### src/rtl/vram_arb_pkg.sv
// rtl/vram_arb_pkg.sv - shared types and widths for the VRAM arbiter
package vram_arb_pkg;

   localparam int VRAM_ADDR_W = 16;
   localparam int VRAM_DATA_W = 16;

   typedef enum logic [1:0] {
      IDLE   = 2'd0,
      PEND   = 2'd1,
      RDWAIT = 2'd2,
      DONE   = 2'd3
   } host_state_t;

endpackage

### src/rtl/vram_arb.sv
// rtl/vram_arb.sv - VRAM port arbiter: fixed-priority video reads, handshaked host access
module vram_arb
   import vram_arb_pkg::*;
#(
   parameter int ADDR_W = VRAM_ADDR_W,
   parameter int DATA_W = VRAM_DATA_W
) (
   input  logic              clk,
   input  logic              reset,
   input  logic              vid_sel,
   input  logic [ADDR_W-1:0] vid_addr,
   output logic              vid_valid,
   output logic [DATA_W-1:0] vid_data,
   input  logic              host_req,
   input  logic              host_wr,
   input  logic [ADDR_W-1:0] host_addr,
   input  logic [DATA_W-1:0] host_data_in,
   output logic              host_busy,
   output logic              host_ack,
   output logic [DATA_W-1:0] host_data_out,
   output logic              vram_sel,
   output logic              vram_wr,
   output logic [ADDR_W-1:0] vram_addr,
   output logic [DATA_W-1:0] vram_data_in,
   input  logic [DATA_W-1:0] vram_data_out
);

   host_state_t       state_q, state_d;
   logic              wr_q, wr_d;
   logic [ADDR_W-1:0] addr_q, addr_d;
   logic [DATA_W-1:0] data_q, data_d;
   logic [DATA_W-1:0] hdo_q, hdo_d;
   logic              vid_valid_q, vid_valid_d;

   // Host FSM next state, request latching and the VRAM port mux (video wins, reset silences the port)
   always_comb begin
      state_d      = state_q;
      wr_d         = wr_q;
      addr_d       = addr_q;
      data_d       = data_q;
      hdo_d        = hdo_q;
      vram_sel     = 1'b0;
      vram_wr      = 1'b0;
      vram_addr    = addr_q;
      vram_data_in = data_q;
      case (state_q)
         IDLE: begin
            if (host_req) begin
               wr_d    = host_wr;
               addr_d  = host_addr;
               data_d  = host_data_in;
               state_d = PEND;
            end
         end
         PEND: begin
            if (!vid_sel) begin
               vram_sel = 1'b1;
               vram_wr  = wr_q;
               state_d  = wr_q ? DONE : RDWAIT;
            end
         end
         RDWAIT: begin
            hdo_d   = vram_data_out;
            state_d = DONE;
         end
         DONE: begin
            state_d = IDLE;
         end
         default: begin
            state_d = IDLE;
         end
      endcase
      if (vid_sel) begin
         vram_sel     = 1'b1;
         vram_wr      = 1'b0;
         vram_addr    = vid_addr;
         vram_data_in = '0;
      end
      if (reset) begin
         vram_sel = 1'b0;
         vram_wr  = 1'b0;
      end
   end

   assign vid_valid_d = vid_sel & ~reset;

   // State and latched-request registers with synchronous reset
   always_ff @(posedge clk) begin
      if (reset) begin
         state_q     <= IDLE;
         wr_q        <= 1'b0;
         addr_q      <= '0;
         data_q      <= '0;
         hdo_q       <= '0;
         vid_valid_q <= 1'b0;
      end else begin
         state_q     <= state_d;
         wr_q        <= wr_d;
         addr_q      <= addr_d;
         data_q      <= data_d;
         hdo_q       <= hdo_d;
         vid_valid_q <= vid_valid_d;
      end
   end

   assign host_busy     = (state_q != IDLE);
   assign host_ack      = (state_q == DONE) & ~reset;
   assign host_data_out = hdo_q;
   assign vid_valid     = vid_valid_q;
   assign vid_data      = vram_data_out;

endmodule

### config.mk
export PLATFORM = sky130hd
export DESIGN_NAME = vram_arb
export DESIGN_NICKNAME = d
export VERILOG_FILES = /design/src/rtl/vram_arb_pkg.sv /design/src/rtl/vram_arb.sv
export SDC_FILE = /design/constraint.sdc
export NUM_CORES = 1
export LEC_CHECK = 0
export CAP_MARGIN = 20
export CORE_ASPECT_RATIO = 2
export CORE_MARGIN = 2
export CORE_UTILIZATION = 55
export DETAILED_ROUTE_END_ITERATION = 16
export DONT_BUFFER_PORTS = 1
export GPL_TIMING_DRIVEN = 0
export HOLD_SLACK_MARGIN = 0.1
export PLACE_DENSITY = 0.7
export SLEW_MARGIN = 5
export SYNTH_ARGS = -nofsm -noshare
export SYNTH_HDL_FRONTEND = slang
export SYNTH_SLANG_ARGS = --single-unit
### constraint.sdc
create_clock -name clk -period 1.7 [get_ports clk]
set_input_delay 0.34 -clock clk [delete_from_list [all_inputs] [get_ports clk]]
set_output_delay 0.34 -clock clk [all_outputs]
set_load 0.01 [all_outputs]
-- After elaboration in Yosys (flattened, before gate mapping)
Cells that the tools add are included.
W data, S select, Z words.
- bits in registers: 52
- word-level logic and storage cells: 30
- output and inout port bits: 69
- input bits: 69
- mux-type cells: 12
- bitwise operators: 3
- reductions and logical operators: 4
- eq/ne operators: 5
- operator list (cell ; count):
    $mux W16 ; 2
    $pmux W2 S4 ; 1
    $mux W1 ; 7
    $eq A2 B2 Y1 const B ; 2
    $mux W2 ; 2
    $ne A2 B2 Y1 const B ; 2
    $reduce_and A2 Y1 ; 2
    $and A1 B1 Y1 ; 2
    $eq A2 B1 Y1 const B ; 1
    $logic_not A2 Y1 ; 1
    $reduce_bool A2 Y1 ; 1
    $not A1 Y1 ; 1

-- Logic depth before layout (Yosys ltp)
- depth after elaboration: 4
- gate-level depth with buffers: 7
- gate-level depth less buffers: 5

-- Worst setup path after synthesis
Ideal clock, no wire load.
- path kind: input port to output port
- start point: input vid_sel
- end point: output vram_addr[14]
- cell stages on the path: 3
- path buffers: 2
- required time: 1360 ps
- arrival: 995 ps
- setup slack: 365 ps
- cell sequence: buf_6 > buf_2 > mux2_2
- longest elaborated chain between the ends: 1
- ends and longest elaborated chain (what ; line ; text):
    start, declared ; vram_arb.sv:10 ; input logic vid_sel,
    $mux W16 ; vram_arb.sv:73 ; if (vid_sel) begin
    end, declared ; vram_arb.sv:23 ; output logic [ADDR_W-1:0] vram_addr,
Every way passes these cells.

-- Worst setup path in the final report
- start point: register state_q[1]
- end point: output vram_wr
- longest elaborated chain between the ends: 4
- ends and longest elaborated chain (what ; line ; text):
    start, declared ; vram_arb.sv:28 ; host_state_t state_q, state_d;
    start signal, assigned ; vram_arb.sv:97 ; state_q <= state_d;
    $eq A2 B1 Y1 ; vram_arb.sv:46 ; case (state_q)
    $mux W1 ; vram_arb.sv:46 ;
    $mux W1 ; vram_arb.sv:73 ;
    $mux W1 ; vram_arb.sv:79 ; if (reset) begin
    end, declared ; vram_arb.sv:22 ; output logic vram_wr,
Every way passes these cells.

==> metrics.cfg <==
[run_status]
status = finished, final reports clean

[drt]
wire_per_inst_um = 14.3
drtIter0Drc = 22
dr_total_vias = 1763
routed_via_density = 5.25
drc = 0
final_antenna_net_count = 0
routed_wl_um = 4800
drt-pass1-iter-count = 4

[worst_setup_path]
required_ns = 1.36
worst_path_max_delay_cell = dfxtp_1
path_max_fanout = 4
path_class = flop to primary output
crit_family = flip-flops
cp_data_arrival_time_ns = 1.28
crit_path_max_incr_delay_ns = 0.34
crit_path_start_kind = flop
crit_buf_inv = 1
crit_chain = inv_1 > ha_1 > nand2_1 > nor3_4
endpoint_kind = primary output

[synth]
ys_warn_count = 0
syn_area_um2 = 2410
avgSynthCellArea_um2 = 8.79
ys.flop_type = dfxtp_1
ys_seq_area_share_pct = 43.2
synth_edf_count = 0
synth_seq_cells = 52
synth_async_sr_flop_share_pct = 0
synth_cell_types = 24
syn-instance-count = 274
synth_nets = 348

[power_and_ir_drop]
power_density_nw_per_um2 = 1400
p_leak_nw = 1.01
ir_drop_v = 0.00108

[floorplanning]
dieHeight_um = 97.6
start_util_pct = 56.0
io_pins = 138
die_area_um2 = 4950
core_um2 = 4300
die_x_um = 50.8
rows = 34

[global_routing]
grt_pass1_wl_um = 7180
grt_pass1_vias = 1571
overflow = 0
antenna_found_initial = 0
grt_use_total_pct = 19.0
grt_max_degree = 15

[cells_and_area]
layout_commonest_cell = nand2_1
n_antenna_cell = 0
nFillCells = 419
register_area_um2 = 1040
post-route-util_pct = 60.0
layout-drive-gt1-share_pct = 21.6
final_cell_mix = 69 x nand2_1, 52 x dfxtp_1, 29 x a21oi_1
area_growth_pct = 7.02
multi_input_area_um2 = 1100
num-nets-final = 355
fin_area_um2 = 2580

[place]
pre_cts_ws_ns = 0.243
place.gp.congestion = 0.738
dp_hpwl_um = 3740
placed_area_um2 = 2470
port_buffers = 0

[timing]
setup_violations = 0
period_needed_ns = 1.62
hold_ws_ns = 0.166
totalNegativeSetupSlack_ns = 0
slew_viol_final = 0
worst_pin_slew_ns = 0.470
max_freq_mhz = 617
fin_ws_ns = 0.0802
clock_skew_ns = 0.00688
finalCritPeriodShare_pct = 95.3
finalHoldViolations = 0
relSlewSlack_pct = 68.7

[clocking]
path_clk_slew_ns = 0.09
root_buffer = clkbuf_8
numCtsBuffers = 5
clk_latency_ns = 0.30
clock_path_buffers = 2
tritoncts = done
h-tree-depth = 2
cts_sinks = 52
cts_hold_buf = 0

[job]
drv_cap = 0

[min_path]
hold_path_class = input port to flop

[state kept, by name (all words and copies together), names as in the netlist]
name,flops
addr_q,16
data_q,16
host_data_out,16
state_q,2
vid_valid,1
wr_q,1
[timing repair]
item / in CTS / in global routing
endpoints found under the setup margin: 1 / 1
gates resized for setup: 1 / 1
buffers inserted: 0 / 0
[cells in the mapped netlist, types with 2 or more instances]
cell type,instances,area (µm²)
ha_1,5,62.6
buf_8,3,45.0
a21oi_2,6,52.6
a21oi_1,29,145
buf_6,4,45.0
mux2i_1,16,160
buf_4,17,128
mux2_2,16,180
nand2_1,69,259
nor2_1,18,67.6
dfxtp_1,52,1040
buf_2,7,35.0
clkbuf_1,2,7.51
nor2b_1,18,113
inv_1,3,11.3
[layout make-up]
cell class	count	area share, %
well taps	54	2.62
inverters	3	0.437
clock buffers	8	3.50
multi-input cells	184	42.6
flip-flops and latches	52	40.4
plain buffers	35	10.4
[worst reg2reg max path, stage by stage, from the launching register on]
cell	delay, ns
dfxtp_1	0.40
inv_1	0.10
ha_1	0.25
nand2_1	0.16
buf_2	0.25
nand2_1	0.07
a21oi_1	0.16
[cell families (layout without fill, tap and decap cells)]
family          count (synthesis)  after routing  synth area share, %
simple gates                  109            109                 19.2
flops                          52             52                 43.2
compound gates                 38             38                 9.20
buf+inv                        38             46                 11.6
mux                            32             32                 14.1
fa+ha+maj                       5              5                 2.60
[worst paths after layout]
kind,startpoint,to,slack (ns),cells past startpoint
setup / recovery,state_q[1],vram_wr,0.08,4
hold / removal,host_addr[3],addr_q[3],0.17,2
setup reg to reg,state_q[0],addr_q[14],0.25,6
hold reg to reg,data_q[2],data_q[2],0.45,2
[per-layer routing]
layer	vias up	global-route usage [%]	share of wire (%)
li1	876	-	-
met5	-	0	0
met2	84	35.7	56
met4	0	6.86	1.3
met1	798	18.0	34
met3	5	6.46	8.7
[stage by stage]
stage          instances  total power, W
2_1_floorplan        274         0.00273
3_3_place_gp         328         0.00293
3_5_place_dp         328         0.00297
4_1_cts              336         0.00367
5_1_grt              336         0.00386
6_report             336         0.00361
[power breakdown]
group / leakage [nW] / internal (W) / switching [W] / total [W]
combinational: 0.536 / 0.000557 / 0.000713 / 0.00127
clock: 0.0455 / 0.000333 / 0.000369 / 0.000701
sequential: 0.425 / 0.00147 / 0.000173 / 0.00164
total: 1.01 / 0.00236 / 0.00125 / 0.00361
Power figures use the tool's default switching activity.
